$ cat config.mk
export PLATFORM = sky130hd
export DESIGN_NAME = writeback_stage
export DESIGN_NICKNAME = d
export VERILOG_FILES = /design/src/rtl/writeback_pkg.sv /design/src/rtl/writeback_stage_load_extract.sv /design/src/rtl/writeback_stage.sv
export SDC_FILE = /design/constraint.sdc
export NUM_CORES = 1
export LEC_CHECK = 0
export ABC_AREA = 1
export BUFFER_PORTS_ARGS = -buffer_cell sky130_fd_sc_hd__buf_2
export CAP_MARGIN = 15
export CORE_ASPECT_RATIO = 0.6
export CORE_MARGIN = 5
export CORE_UTILIZATION = 31
export DETAILED_ROUTE_END_ITERATION = 12
export PLACE_DENSITY = 0.64
export SLEW_MARGIN = 40
export SYNTH_ARGS = -nofsm -noshare
export SYNTH_HDL_FRONTEND = slang
export SYNTH_HIERARCHICAL = 1
export SYNTH_SLANG_ARGS = --single-unit
export TNS_END_PERCENT = 10
$ cat constraint.sdc
create_clock -name clk -period 5 [get_ports clk]
set_input_delay 0.25 -clock clk [delete_from_list [all_inputs] [get_ports clk]]
set_output_delay 0.25 -clock clk [all_outputs]
set_load 0.01 [all_outputs]
$ cat src/rtl/writeback_pkg.sv
// Shared encodings for the writeback stage: instruction kinds, load funct3 codes
// and the FSM state type.
package writeback_pkg;

   typedef enum logic [1:0] {
      KIND_NONE = 2'b00,
      KIND_ALU  = 2'b01,
      KIND_LOAD = 2'b10,
      KIND_RSVD = 2'b11
   } kind_e;

   localparam logic [2:0] F3_LB  = 3'b000;
   localparam logic [2:0] F3_LH  = 3'b001;
   localparam logic [2:0] F3_LW  = 3'b010;
   localparam logic [2:0] F3_LBU = 3'b100;
   localparam logic [2:0] F3_LHU = 3'b101;

   typedef enum logic {
      ST_IDLE     = 1'b0,
      ST_WAIT_MEM = 1'b1
   } state_e;

endpackage

$ cat src/rtl/writeback_stage_load_extract.sv
// Load lane selection and sign/zero extension; purely combinational so a future
// load-forwarding path can reuse it. o_fault flags misaligned or illegal funct3.
module load_extract
   import writeback_pkg::*;
(
   input  logic [2:0]  i_funct3,
   input  logic [1:0]  i_addr_low,
   input  logic [31:0] i_word,
   output logic [31:0] o_value,
   output logic        o_fault
);

   logic [7:0]  w_byte;
   logic [15:0] w_half;

   always_comb begin
      w_byte = 8'h00;
      case (i_addr_low)
         2'd0:    w_byte = i_word[7:0];
         2'd1:    w_byte = i_word[15:8];
         2'd2:    w_byte = i_word[23:16];
         default: w_byte = i_word[31:24];
      endcase
   end

   assign w_half = i_addr_low[1] ? i_word[31:16] : i_word[15:0];

   always_comb begin
      o_value = 32'h0000_0000;
      o_fault = 1'b0;
      case (i_funct3)
         F3_LB: begin
            o_value = {{24{w_byte[7]}}, w_byte};
         end
         F3_LBU: begin
            o_value = {24'h00_0000, w_byte};
         end
         F3_LH: begin
            o_value = {{16{w_half[15]}}, w_half};
            o_fault = i_addr_low[0];
         end
         F3_LHU: begin
            o_value = {16'h0000, w_half};
            o_fault = i_addr_low[0];
         end
         F3_LW: begin
            o_value = i_word;
            o_fault = (i_addr_low != 2'd0);
         end
         default: begin
            o_fault = 1'b1;
         end
      endcase
   end

endmodule

$ cat src/rtl/writeback_stage.sv
// Final pipeline stage: retires ALU results and loads into the register file,
// with a same-cycle bypass mirror and load-fault reporting.
//
//   state       | meaning
//   ------------+----------------------------------------------------------
//   ST_IDLE     | ready for a new instruction; ALU/NONE retire next cycle
//   ST_WAIT_MEM | load accepted, waiting for data, bus error or timeout
module writeback_stage
   import writeback_pkg::*;
#(
   parameter int MEM_TIMEOUT = 255
)
(
   input  logic        clk,
   input  logic        reset_n,
   input  logic        in_valid,
   output logic        in_ready,
   input  logic [1:0]  in_kind,
   input  logic [4:0]  in_rd,
   input  logic [31:0] in_alu_result,
   input  logic [2:0]  in_funct3,
   input  logic [1:0]  in_addr_low,
   input  logic        mem_rdata_valid,
   input  logic [31:0] mem_rdata,
   input  logic        mem_error,
   output logic        write_enabled,
   output logic [4:0]  write_index,
   output logic [31:0] write_value,
   output logic        bypass_valid,
   output logic [4:0]  bypass_index,
   output logic [31:0] bypass_value,
   output logic        retired,
   output logic        load_fault
);

   localparam logic [7:0] TIMEOUT = 8'(MEM_TIMEOUT);

   state_e      r_state;
   logic [7:0]  r_cnt;
   logic [4:0]  r_rd;
   logic [2:0]  r_funct3;
   logic [1:0]  r_addr_low;
   logic        r_in_ready;
   logic        r_wen;
   logic [4:0]  r_widx;
   logic [31:0] r_wval;
   logic        r_retired;
   logic        r_fault;

   logic        w_accept;
   logic        w_waiting;
   logic [2:0]  w_ex_funct3;
   logic [1:0]  w_ex_addr_low;
   logic [31:0] w_ex_value;
   logic        w_ex_fault;

   // r_in_ready is only ever 1 while in ST_IDLE, so it doubles as the accept gate.
   assign w_accept  = in_valid && r_in_ready;
   assign w_waiting = (r_state == ST_WAIT_MEM);

   // One extractor serves both the accept-time fault check and the data return.
   assign w_ex_funct3   = w_waiting ? r_funct3   : in_funct3;
   assign w_ex_addr_low = w_waiting ? r_addr_low : in_addr_low;

   load_extract u_load_extract (
      .i_funct3   (w_ex_funct3),
      .i_addr_low (w_ex_addr_low),
      .i_word     (mem_rdata),
      .o_value    (w_ex_value),
      .o_fault    (w_ex_fault)
   );

   always_ff @(posedge clk) begin
      if (!reset_n) begin
         r_state    <= ST_IDLE;
         r_cnt      <= 8'd0;
         r_rd       <= 5'd0;
         r_funct3   <= 3'd0;
         r_addr_low <= 2'd0;
         r_in_ready <= 1'b0;
         r_wen      <= 1'b0;
         r_widx     <= 5'd0;
         r_wval     <= 32'h0000_0000;
         r_retired  <= 1'b0;
         r_fault    <= 1'b0;
      end else begin
         r_in_ready <= 1'b1;
         r_wen      <= 1'b0;
         r_widx     <= 5'd0;
         r_wval     <= 32'h0000_0000;
         r_retired  <= 1'b0;
         r_fault    <= 1'b0;
         case (r_state)
            ST_IDLE: begin
               if (w_accept) begin
                  case (in_kind)
                     KIND_ALU: begin
                        r_retired <= 1'b1;
                        if (in_rd != 5'd0) begin
                           r_wen  <= 1'b1;
                           r_widx <= in_rd;
                           r_wval <= in_alu_result;
                        end
                     end
                     KIND_LOAD: begin
                        if (w_ex_fault) begin
                           r_fault   <= 1'b1;
                           r_retired <= 1'b1;
                        end else begin
                           r_rd       <= in_rd;
                           r_funct3   <= in_funct3;
                           r_addr_low <= in_addr_low;
                           r_cnt      <= 8'd0;
                           r_in_ready <= 1'b0;
                           r_state    <= ST_WAIT_MEM;
                        end
                     end
                     default: begin
                        r_retired <= 1'b1;
                     end
                  endcase
               end
            end
            ST_WAIT_MEM: begin
               if (mem_error) begin
                  r_fault   <= 1'b1;
                  r_retired <= 1'b1;
                  r_state   <= ST_IDLE;
               end else if (mem_rdata_valid) begin
                  r_retired <= 1'b1;
                  if (r_rd != 5'd0) begin
                     r_wen  <= 1'b1;
                     r_widx <= r_rd;
                     r_wval <= w_ex_value;
                  end
                  r_state <= ST_IDLE;
               end else if (r_cnt == TIMEOUT) begin
                  r_fault   <= 1'b1;
                  r_retired <= 1'b1;
                  r_state   <= ST_IDLE;
               end else begin
                  r_cnt      <= r_cnt + 8'd1;
                  r_in_ready <= 1'b0;
               end
            end
            default: begin
               r_state <= ST_IDLE;
            end
         endcase
      end
   end

   assign in_ready      = r_in_ready;
   assign write_enabled = r_wen;
   assign write_index   = r_widx;
   assign write_value   = r_wval;
   assign bypass_valid  = r_wen;
   assign bypass_index  = r_widx;
   assign bypass_value  = r_wval;
   assign retired       = r_retired;
   assign load_fault    = r_fault;

endmodule

# ---- Word level (Yosys, flattened, before mapping)
# Index checks and enable logic that the tools add are counted.
dict set report word_totals {
  reg_bits 60
  in_bits 81
  out_inout_bits 79
}
dict set report op_classes {
  addsub 1
  n_eq_ne 15
  n_mux 55
  n_bitwise 2
  n_reduce_logical 10
}
# op n
set ops {}
lappend ops {{32-bit 2-to-1 mux} 6}
lappend ops {{32-bit one-hot mux with 5 select lines} 1}
lappend ops {{32-bit one-hot mux with 2 select lines} 1}
lappend ops {{8-bit 2-to-1 mux} 6}
lappend ops {{5-bit 2-to-1 mux} 6}
lappend ops {{8-bit one-hot mux with 3 select lines} 1}
lappend ops {{1-bit 2-to-1 mux} 23}
lappend ops {{16-bit 2-to-1 mux} 1}
lappend ops {{8-bit one-hot mux with 2 select lines} 1}
lappend ops {{2-bit != test (second input constant)} 5}
lappend ops {{1-bit one-hot mux with 2 select lines} 5}
lappend ops {{5-bit one-hot mux with 2 select lines} 1}
lappend ops {{5-bit nonzero test} 2}
lappend ops {{8-bit by 1-bit adder with 8-bit output (second input constant)} 1}
lappend ops {{8-bit == test (second input constant)} 1}
lappend ops {{3-bit == test (second input constant)} 2}
lappend ops {{6-bit AND reduction} 1}
lappend ops {{2-bit by 1-bit == test with 1-bit output (second input constant)} 2}
lappend ops {{2-bit == test (second input constant)} 2}
lappend ops {{4-bit AND reduction} 1}
lappend ops {{2-bit OR reduction} 2}
lappend ops {{3-bit by 1-bit == test with 1-bit output (second input constant)} 1}
lappend ops {{3-bit by 2-bit == test with 1-bit output (second input constant)} 1}
lappend ops {{3-bit logical NOT} 1}
lappend ops {{other kinds (8)} 9}

# ---- Longest topological paths before layout
# Gate-level depths: netlist of the first run.
dict set report depth {
  word_depth 8
  ltp_mapped 16
  ltp_nobuf 14
}

# ---- By module
# Netlist of the first run, hierarchy kept.
# module instances cells_per_inst area_per_inst_um2
set modules_own_cells {}
lappend modules_own_cells {writeback_stage 1 357 2723.9}
lappend modules_own_cells {load_extract 1 237 1037.2}

# ---- Worst setup path after synthesis of the first run
# Ideal clock, no wire load.
dict set report synth_path {
  kind {register -> register}
  from {register r_state}
  to {register r_rd[0]}
  setup_time_ns 0.070
  arrival_time_ns 1.826
  required_ns 4.930
  slack_ns 3.104
  path_stages_with_launch 15
  n_path_buf 4
  path_cell_list {dfxtp_1 -> buf_6 -> nand2_1 -> nand2_1 -> inv_1 -> buf_4 -> nand3_4 -> buf_2 -> nand2_1 -> nand3_1 -> inv_1 -> nand3_2 -> clkbuf_1 -> nand2_1 -> a21oi_1}
}
dict set report synth_via {
  elab_chain_cells 6
  word_cells_on_any_way 14
  cone_classes {4 x eq/ne; 3 x mux; 2 x bitwise; 5 x reduce/logical}
}
# item line
set synth_rtl {}
lappend synth_rtl {{from (decl)} writeback_stage.sv:38} ;# state_e r_state;
lappend synth_rtl {{from (signal assigned)} writeback_stage.sv:75} ;# r_state <= ST_IDLE;
lappend synth_rtl {{from (signal assigned)} writeback_stage.sv:115} ;# r_state <= ST_WAIT_MEM;
lappend synth_rtl {{from (signal assigned)} writeback_stage.sv:128} ;# r_state <= ST_IDLE;
lappend synth_rtl {{3-bit 2-to-1 mux *} writeback_stage.sv:62} ;# assign w_ex_funct3 = w_waiting ? r_funct3 : in_funct3;
lappend synth_rtl {{via w_ex_funct3[2]} writeback_stage.sv:52} ;# logic [2:0] w_ex_funct3;
lappend synth_rtl {{3-bit by 1-bit == test with 1-bit output, or another cell as far along} writeback_stage_load_extract.sv:31} ;# case (i_funct3)
lappend synth_rtl {{2-bit OR reduction (no source line)} -}
lappend synth_rtl {{1-bit one-hot mux with 3 select lines *} writeback_stage_load_extract.sv:31}
lappend synth_rtl {{via w_ex_fault} writeback_stage.sv:55} ;# logic w_ex_fault;
lappend synth_rtl {{1-bit NOT (no source line) *} -}
lappend synth_rtl {{4-bit AND reduction (no source line) *} -}
lappend synth_rtl {{to (signal assigned)} writeback_stage.sv:110} ;# r_rd <= in_rd;
lappend synth_rtl {{to (decl)} writeback_stage.sv:40} ;# logic [4:0] r_rd;
# Mark *: on every way through the listed nets, which the timed path passes. The rest lies on a longest branch.
# A chain may end at the register's enable or synchronous reset.

# ---- Final worst setup path of the first run
dict set report layout_path {
  from {register r_state}
  to {register r_cnt[3]}
}
dict set report layout_via {
  elab_chain_cells 6
  word_cells_on_any_way 20
  cone_classes {10 x eq/ne; 4 x mux; 1 x bitwise; 5 x reduce/logical}
}
# item line
set layout_rtl {}
lappend layout_rtl {{3-bit 2-to-1 mux *} writeback_stage.sv:62}
lappend layout_rtl {{via w_ex_funct3[1]} writeback_stage.sv:52}
lappend layout_rtl {{3-bit by 1-bit == test with 1-bit output, or another cell as far along} writeback_stage_load_extract.sv:31}
lappend layout_rtl {{2-bit OR reduction (no source line)} -}
lappend layout_rtl {{1-bit one-hot mux with 3 select lines *} writeback_stage_load_extract.sv:31}
lappend layout_rtl {{via w_ex_fault} writeback_stage.sv:55}
lappend layout_rtl {{2-bit != test (no source line) *} -}
lappend layout_rtl {{6-bit AND reduction (no source line) *} -}
lappend layout_rtl {{to (signal assigned)} writeback_stage.sv:142} ;# r_cnt <= r_cnt + 8'd1;
lappend layout_rtl {{to (decl)} writeback_stage.sv:39} ;# logic [7:0] r_cnt;
# Marked as above.

==> results of run 1 <==
## synthesized netlist by cell type, drive strengths merged
master	instances	share of area [%]
clkbuf	9	0.90
a31oi	1	0.17
nor2	69	8.2
nand3	62	8.7
nor3b	2	0.40
nand4	10	1.7
dfxtp	60	32
ha	1	0.33
nand2	204	21
a21oi	50	6.8
o21ai	10	1.3
inv	50	5.1
clkinv	2	0.33
buf	59	12
nor3	5	1.1
## cells in the final DEF, fill, tap and decap left out, types with 2 or more instances in the layout
master	n
nor3_1	3
bufinv_16	3
dfxtp_1	60
nand4_1	10
o21ai_0	10
nand3_1	60
nor3b_1	2
nand2_2	3
inv_2	3
nor2_1	63
inv_1	46
a21oi_1	49
nand2_1	200
buf_4	3
nor2_4	4
clkinv_4	5
buf_2	159
clkbuf_16	9
## cell families (layout without fill, tap and decap cells)
| family | count (synthesis) | after routing | share of synthesized area [%] |
|---|---|---|---|
| adder cells (fa/ha/maj) | 1 | 1 | 0.333 |
| flip-flops | 60 | 60 | 31.9 |
| buffers and inverters | 120 | 231 | 18.7 |
| AND/OR/NAND/NOR | 352 | 352 | 40.8 |
| AO/OA/AOI/OAI | 61 | 61 | 8.25 |
## final timing paths
path / from / endpoint / slack [ns] / cells after the start
worst min register to register: r_cnt[1] / r_cnt[1] / 0.48 / 2
worst max register to register: r_state / r_cnt[3] / 1.71 / 13
worst max-delay path: r_state / r_cnt[3] / 1.71 / 13
worst min-delay path: in_alu_result[28] / bypass_value[28] / 0.18 / 3
## metal layers
layer / vias up / GRT usage, % / routed length, um
met3: 21 / 7.35 / 1280
met1: 1705 / 23.5 / 6060
met5: - / 0 / 80
met4: 14 / 3.59 / 117
met2: 167 / 22.2 / 4480
li1: 2038 / - / -
## worst min-delay path, stage by stage
cell and delay [ns]:
buf_2 0.09, nand3_1 0.07, a21oi_1 0.06
## flip-flops by register name, indices dropped and copies added (netlist names)
| register | flops |
|---|---|
| r_rd | 5 |
| retired | 1 |
| in_ready | 1 |
| bypass_index | 5 |
| bypass_value | 32 |
| r_funct3 | 3 |
| r_state | 1 |
| load_fault | 1 |
| bypass_valid | 1 |
| r_cnt | 8 |
| r_addr_low | 2 |
## power groups by stage
stage          clock (W)  sequential, W  combinational, W
5_1_grt         0.000761       0.000488          0.000186
2_1_floorplan          0       0.000500          0.000105
4_1_cts         0.000741       0.000488          0.000163
6_report        0.000723       0.000488          0.000164
3_5_place_dp           0       0.000498          0.000163
3_3_place_gp           0       0.000498          0.000163
## stage by stage
stage	cells	util, %	hold WS [ns]	setup slack (ns)
floorplan	594	-	0.373	3.10
global placement	853	35.8	0.470	1.81
detailed placement	853	35.8	0.468	1.75
CTS	869	38.7	0.169	1.73
global route	870	38.8	0.188	1.30
finish	870	38.8	0.179	1.71
## final cells by class
cell class                      count  area share (%)
Clock inverter                      7            2.69
Timing Repair Buffer              163            17.8
Multi-Input combinational cell    414            40.0
Tap cell                          165            4.44
Clock buffer                        9            4.85
Inverter                           52            4.36
Sequential cell                    60            25.8
==> impl_metrics.env, run 1 <==
export IMPL_path_cells="inv_2, nand2_1, nand2_1, nand3_4, inv_1, o21ai_0, nand3_1, inv_1, nand3_2, inv_1, a21oi_2, nand2_1, nor2_1"
export IMPL_period_minus_slack_ns=3.29
export IMPL_avgSynthCellArea_um2=6.33
export IMPL_htree_levels=3
export IMPL_finish_instance_area_mm2=0.00465
export IMPL_gr_total_overflow=0
export IMPL_yosysSeqAreaShare_pct=31.9
export IMPL_cts_hold_fix_buffers=0
export IMPL_drc=0
export IMPL_yosysUniqueCellTypes=30
export IMPL_cts_tree="yes"
export IMPL_avgViaCountPerCell=4.53
export IMPL_grt_util_all_layers_pct=16.4
export IMPL_crit_fanout=18
export IMPL_drtIter0Drc=207
export IMPL_synth_warnings=6
export IMPL_ff_latch_area_mm2=0.00120
export IMPL_setup_viol=0
export IMPL_report_final_slew_viol_count=0
export IMPL_gp_congestion=0.926
export IMPL_clock_skew_ns=0.00978
export IMPL_clkLatencyLatePin_ns=0.33
export IMPL_crit_buf_inv=4
export IMPL_placed_area_mm2=0.00429
export IMPL_max_freq_mhz=304
export IMPL_power_w=0.00138
export IMPL_grt_pass1_vias=3578
export IMPL_clkPwrFrac_pct=52.6
export IMPL_seqPwrFrac_pct=35.5
export IMPL_crit_family="simple AND/OR/NAND/NOR gates"
export IMPL_critPathArrivalTime_ns=3.51
export IMPL_grt_start_max_net_pins=45
export IMPL_dr_pass1_iters=5
export IMPL_clkTransAtPathRegs_ns=0.06
export IMPL_hold_path_class="in2reg"
export IMPL_tns_ns=0
export IMPL_cellLeakagePower_nw=2.50
export IMPL_die_h_um=95.3
export IMPL_io_buffers=159
export IMPL_drt_total_wl_um=12000
export IMPL_vias=3945
export IMPL_nFillCells=1325
export IMPL_crit_required_ns=5.22
export IMPL_drive_gt1_share_pct=28.2
export IMPL_multi_input_area_mm2=0.00186
export IMPL_hold_violations=0
export IMPL_area_growth_syn_to_layout_pct=23.6
export IMPL_finalCritPeriodShare_pct=65.7
export IMPL_status="complete, no violations"
export IMPL_setup_worst_path_start_class="flip-flop"
export IMPL_cpPeakStageDelay_ns=0.61
export IMPL_ir_drop_v=0.000153
export IMPL_clockRootBuffer="clkbuf_16"
export IMPL_wl_per_cell_um=13.8
export IMPL_maxCapViolations=0
export IMPL_combPwrFrac_pct=11.9
export IMPL_nets=782
export IMPL_synth_seq_cells=60
export IMPL_critical_path_class="reg2reg"
export IMPL_ant_nets=0
export IMPL_synth_area_mm2=0.00376
export IMPL_initial_core_util_pct=31.4
export IMPL_n_antenna_cell=0
export IMPL_worstMarginPinSlew_ns=0.708
export IMPL_grt_setup_unrepaired="no"
export IMPL_power_switching_w=0.000341
export IMPL_synthCells=594
export IMPL_detailed_place_hpwl_um=9550
export IMPL_relSlewSlack_pct=52.7
export IMPL_p_per_area_mw_per_mm2=296
export IMPL_cts_setup_buffers=0
export IMPL_worstSetupEndpointType="flip-flop"
export IMPL_core_rowCount=31
export IMPL_die_x_um=152
export IMPL_intPower_w=0.00103
export IMPL_clockBufferDepth=2
export IMPL_p_sw_share_pct=24.8
export IMPL_design_core_area_mm2=0.0120
export IMPL_slowest_stage="dfxtp_1"
export IMPL_cts_buffers=9
export IMPL_clock_sinks=60
export IMPL_syn_num_nets=676
export IMPL_antenna_found_initial=7
export IMPL_io_pins=160
export IMPL_ctsResizeCount=0
export IMPL_grt_pass1_wl_um=18800
export IMPL_die_area_mm2=0.0145
Power figures use the tool's default switching activity.
==> inputs of run 2 (changes only) <==
Clock period 5 ns to 3.4 ns, I/O delays scaled along.
==> run 2 against run 1 <==
  * Sequential cell count is the same
  * Sequential power grew 47%
  * Utilization shrank 0.26 points
  * Total power grew 37%
  * Setup slack lost 1.4 ns
  * Via count grew 0.48%
  * Sequential share of layout area grew 0.18 points
  * Largest cell class unchanged
==> impl_metrics.env, run 2 (same netlist as run 1, synthesis figures left out) <==
export IMPL_status="complete, no violations"
export IMPL_report_final_slew_viol_count=0
export IMPL_finalCritPeriodShare_pct=89.5
export IMPL_critical_path_class="reg2reg"
export IMPL_hold_depth=3
export IMPL_reg2reg_slack_ns=0.36
export IMPL_dr_pass1_iters=4
export IMPL_drive_gt1_share_pct=28.4
export IMPL_nets=784
export IMPL_cellLeakagePower_nw=2.48
export IMPL_ant_nets=0
export IMPL_critPathArrivalTime_ns=3.31
export IMPL_wl_per_cell_um=14.0
export IMPL_initial_core_util_pct=31.4
export IMPL_worstSetupEndpointType="flip-flop"
export IMPL_crit_required_ns=3.67
export IMPL_clock_skew_ns=0.00691
export IMPL_grt_start_max_net_pins=38
export IMPL_grt_pass1_wl_um=19100
export IMPL_grt_util_all_layers_pct=16.7
export IMPL_cpPeakStageDelay_ns=0.63
export IMPL_vias=3964
export IMPL_setup_worst_path_start_class="flip-flop"
export IMPL_drt_total_wl_um=12200
export IMPL_cts_tree="yes"
export IMPL_ctsResizeCount=0
export IMPL_path_cells="inv_2, nand2_1, nand2_1, inv_2, nand3_4, inv_1, o21ai_0, nand3_1, inv_1, nand3_2, inv_1, a21oi_2, nand2_1, nor2_1"
export IMPL_period_minus_slack_ns=3.04
export IMPL_worstMarginPinSlew_ns=0.572
export IMPL_detailed_place_hpwl_um=9530
export IMPL_gp_congestion=0.903
export IMPL_clockBufferDepth=2
export IMPL_cts_setup_buffers=0
export IMPL_nFillCells=1319
export IMPL_ir_drop_v=0.000201
export IMPL_die_h_um=95.3
export IMPL_finish_instance_area_mm2=0.00462
export IMPL_hold_path_class="in2reg"
export IMPL_antenna_found_initial=5
export IMPL_pre_cts_ws_ns=0.391
export IMPL_setup_ws_ns=0.357
export IMPL_hold_violations=0
export IMPL_layout_common_cells="200 x nand2_1, 159 x buf_2, 63 x nor2_1"
export IMPL_clkLatencyLatePin_ns=0.34
export IMPL_setup_viol=0
export IMPL_die_x_um=152
export IMPL_p_per_area_mw_per_mm2=408
export IMPL_grt_setup_unrepaired="no"
export IMPL_die_area_mm2=0.0145
export IMPL_tns_ns=0
export IMPL_reg2reg_from="r_state"
export IMPL_crit_buf_inv=5
export IMPL_ff2ff_path_depth=14
export IMPL_largest_reg_flops=32
export IMPL_drtIter0Drc=235
export IMPL_r2r_end="r_cnt[4]"
export IMPL_clock_sinks=60
export IMPL_cts_hold_fix_buffers=0
export IMPL_crit_family="simple AND/OR/NAND/NOR gates"
export IMPL_hold_end="bypass_index[1]"
export IMPL_grt_pass1_vias=3637
export IMPL_final_common_cell="nand2_1"
export IMPL_cts_buffers=9
export IMPL_crit_fanout=18
export IMPL_htree_levels=3
export IMPL_avgViaCountPerCell=4.54
export IMPL_core_rowCount=31
export IMPL_io_pins=160
export IMPL_clkTransAtPathRegs_ns=0.06
export IMPL_io_buffers=159
export IMPL_holdCritStartpoint="in_rd[1]"
export IMPL_relSlewSlack_pct=61.8
export IMPL_placed_area_mm2=0.00431
export IMPL_slowest_stage="dfxtp_1"
export IMPL_critPathLaunch="r_state"
export IMPL_drc=0
export IMPL_maxCapViolations=0
export IMPL_gr_total_overflow=0
export IMPL_design_core_area_mm2=0.0120
export IMPL_clockRootBuffer="clkbuf_16"
export IMPL_max_freq_mhz=329
export IMPL_area_growth_syn_to_layout_pct=22.8
[run 2: changes by cell type in the layout (fill, tap and decap cells not counted), sizes merged]
| cell | delta |
|---|---|
| bufinv | -2 |
| clkinv | -1 |
| clkinvlp | +2 |
| clkbuf | +1 |
| diode | +2 |
| buf | +2 |
[run 2: power by group]
group	switching (W)	internal, W	total, W
clock	0.000333	0.000585	0.000918
sequential	0.00000504	0.000713	0.000718
combinational	0.000157	0.0000901	0.000247
[run 2: cell type report]
| type | count | area [um2] | area share (%) |
|---|---|---|---|
| multi-input combinational | 414 | 1860 | 40.2 |
| sequential | 60 | 1200 | 26.0 |
| timing repair buffer | 165 | 841 | 18.2 |
| clock buffer | 10 | 239 | 5.18 |
| tap | 165 | 206 | 4.47 |
| inverter | 52 | 203 | 4.39 |
| clock inverter | 6 | 63.8 | 1.38 |
| antenna | 2 | 5.00 | 0.108 |
[run 2: worst reg2reg max path: stages (launching register included)]
cell and delay (ns):
dfxtp_1 0.63, inv_2 0.21, nand2_1 0.11, nand2_1 0.14, inv_2 0.12, nand3_4 0.19, inv_1 0.28, o21ai_0 0.14
nand3_1 0.12, inv_1 0.07, nand3_2 0.22, inv_1 0.26, a21oi_2 0.32, nand2_1 0.08, nor2_1 0.09
[run 2: how the worst max path moves through the flow]
stage / to / depth (start not counted)
after global placement: r_cnt[5] / 14
final: r_cnt[4] / 14
after detailed placement: r_cnt[5] / 14
after CTS: r_cnt[4] / 14
after global routing: r_cnt[6] / 14
after floorplan: r_rd[0] / 14
[run 2: metal layers]
metal / share of wire (%) / vias up / GRT usage, %
met2: 38 / 151 / 22.6
met1: 51 / 1739 / 24.2
li1: - / 2044 / -
met3: 9.9 / 20 / 6.98
met5: 0.49 / - / 0
met4: 0.81 / 10 / 4.11
[run 2: per-stage QoR]
stage	cells	power, W	utilization, %	hold slack [ns]
2_1_floorplan	594	0.000889	-	0.293
3_3_place_gp	856	0.000978	36.0	0.449
3_5_place_dp	856	0.000977	36.0	0.449
6_report	874	0.00188	38.5	0.0974
4_1_cts	872	0.00190	38.5	0.0901
5_1_grt	872	0.00197	38.5	0.103
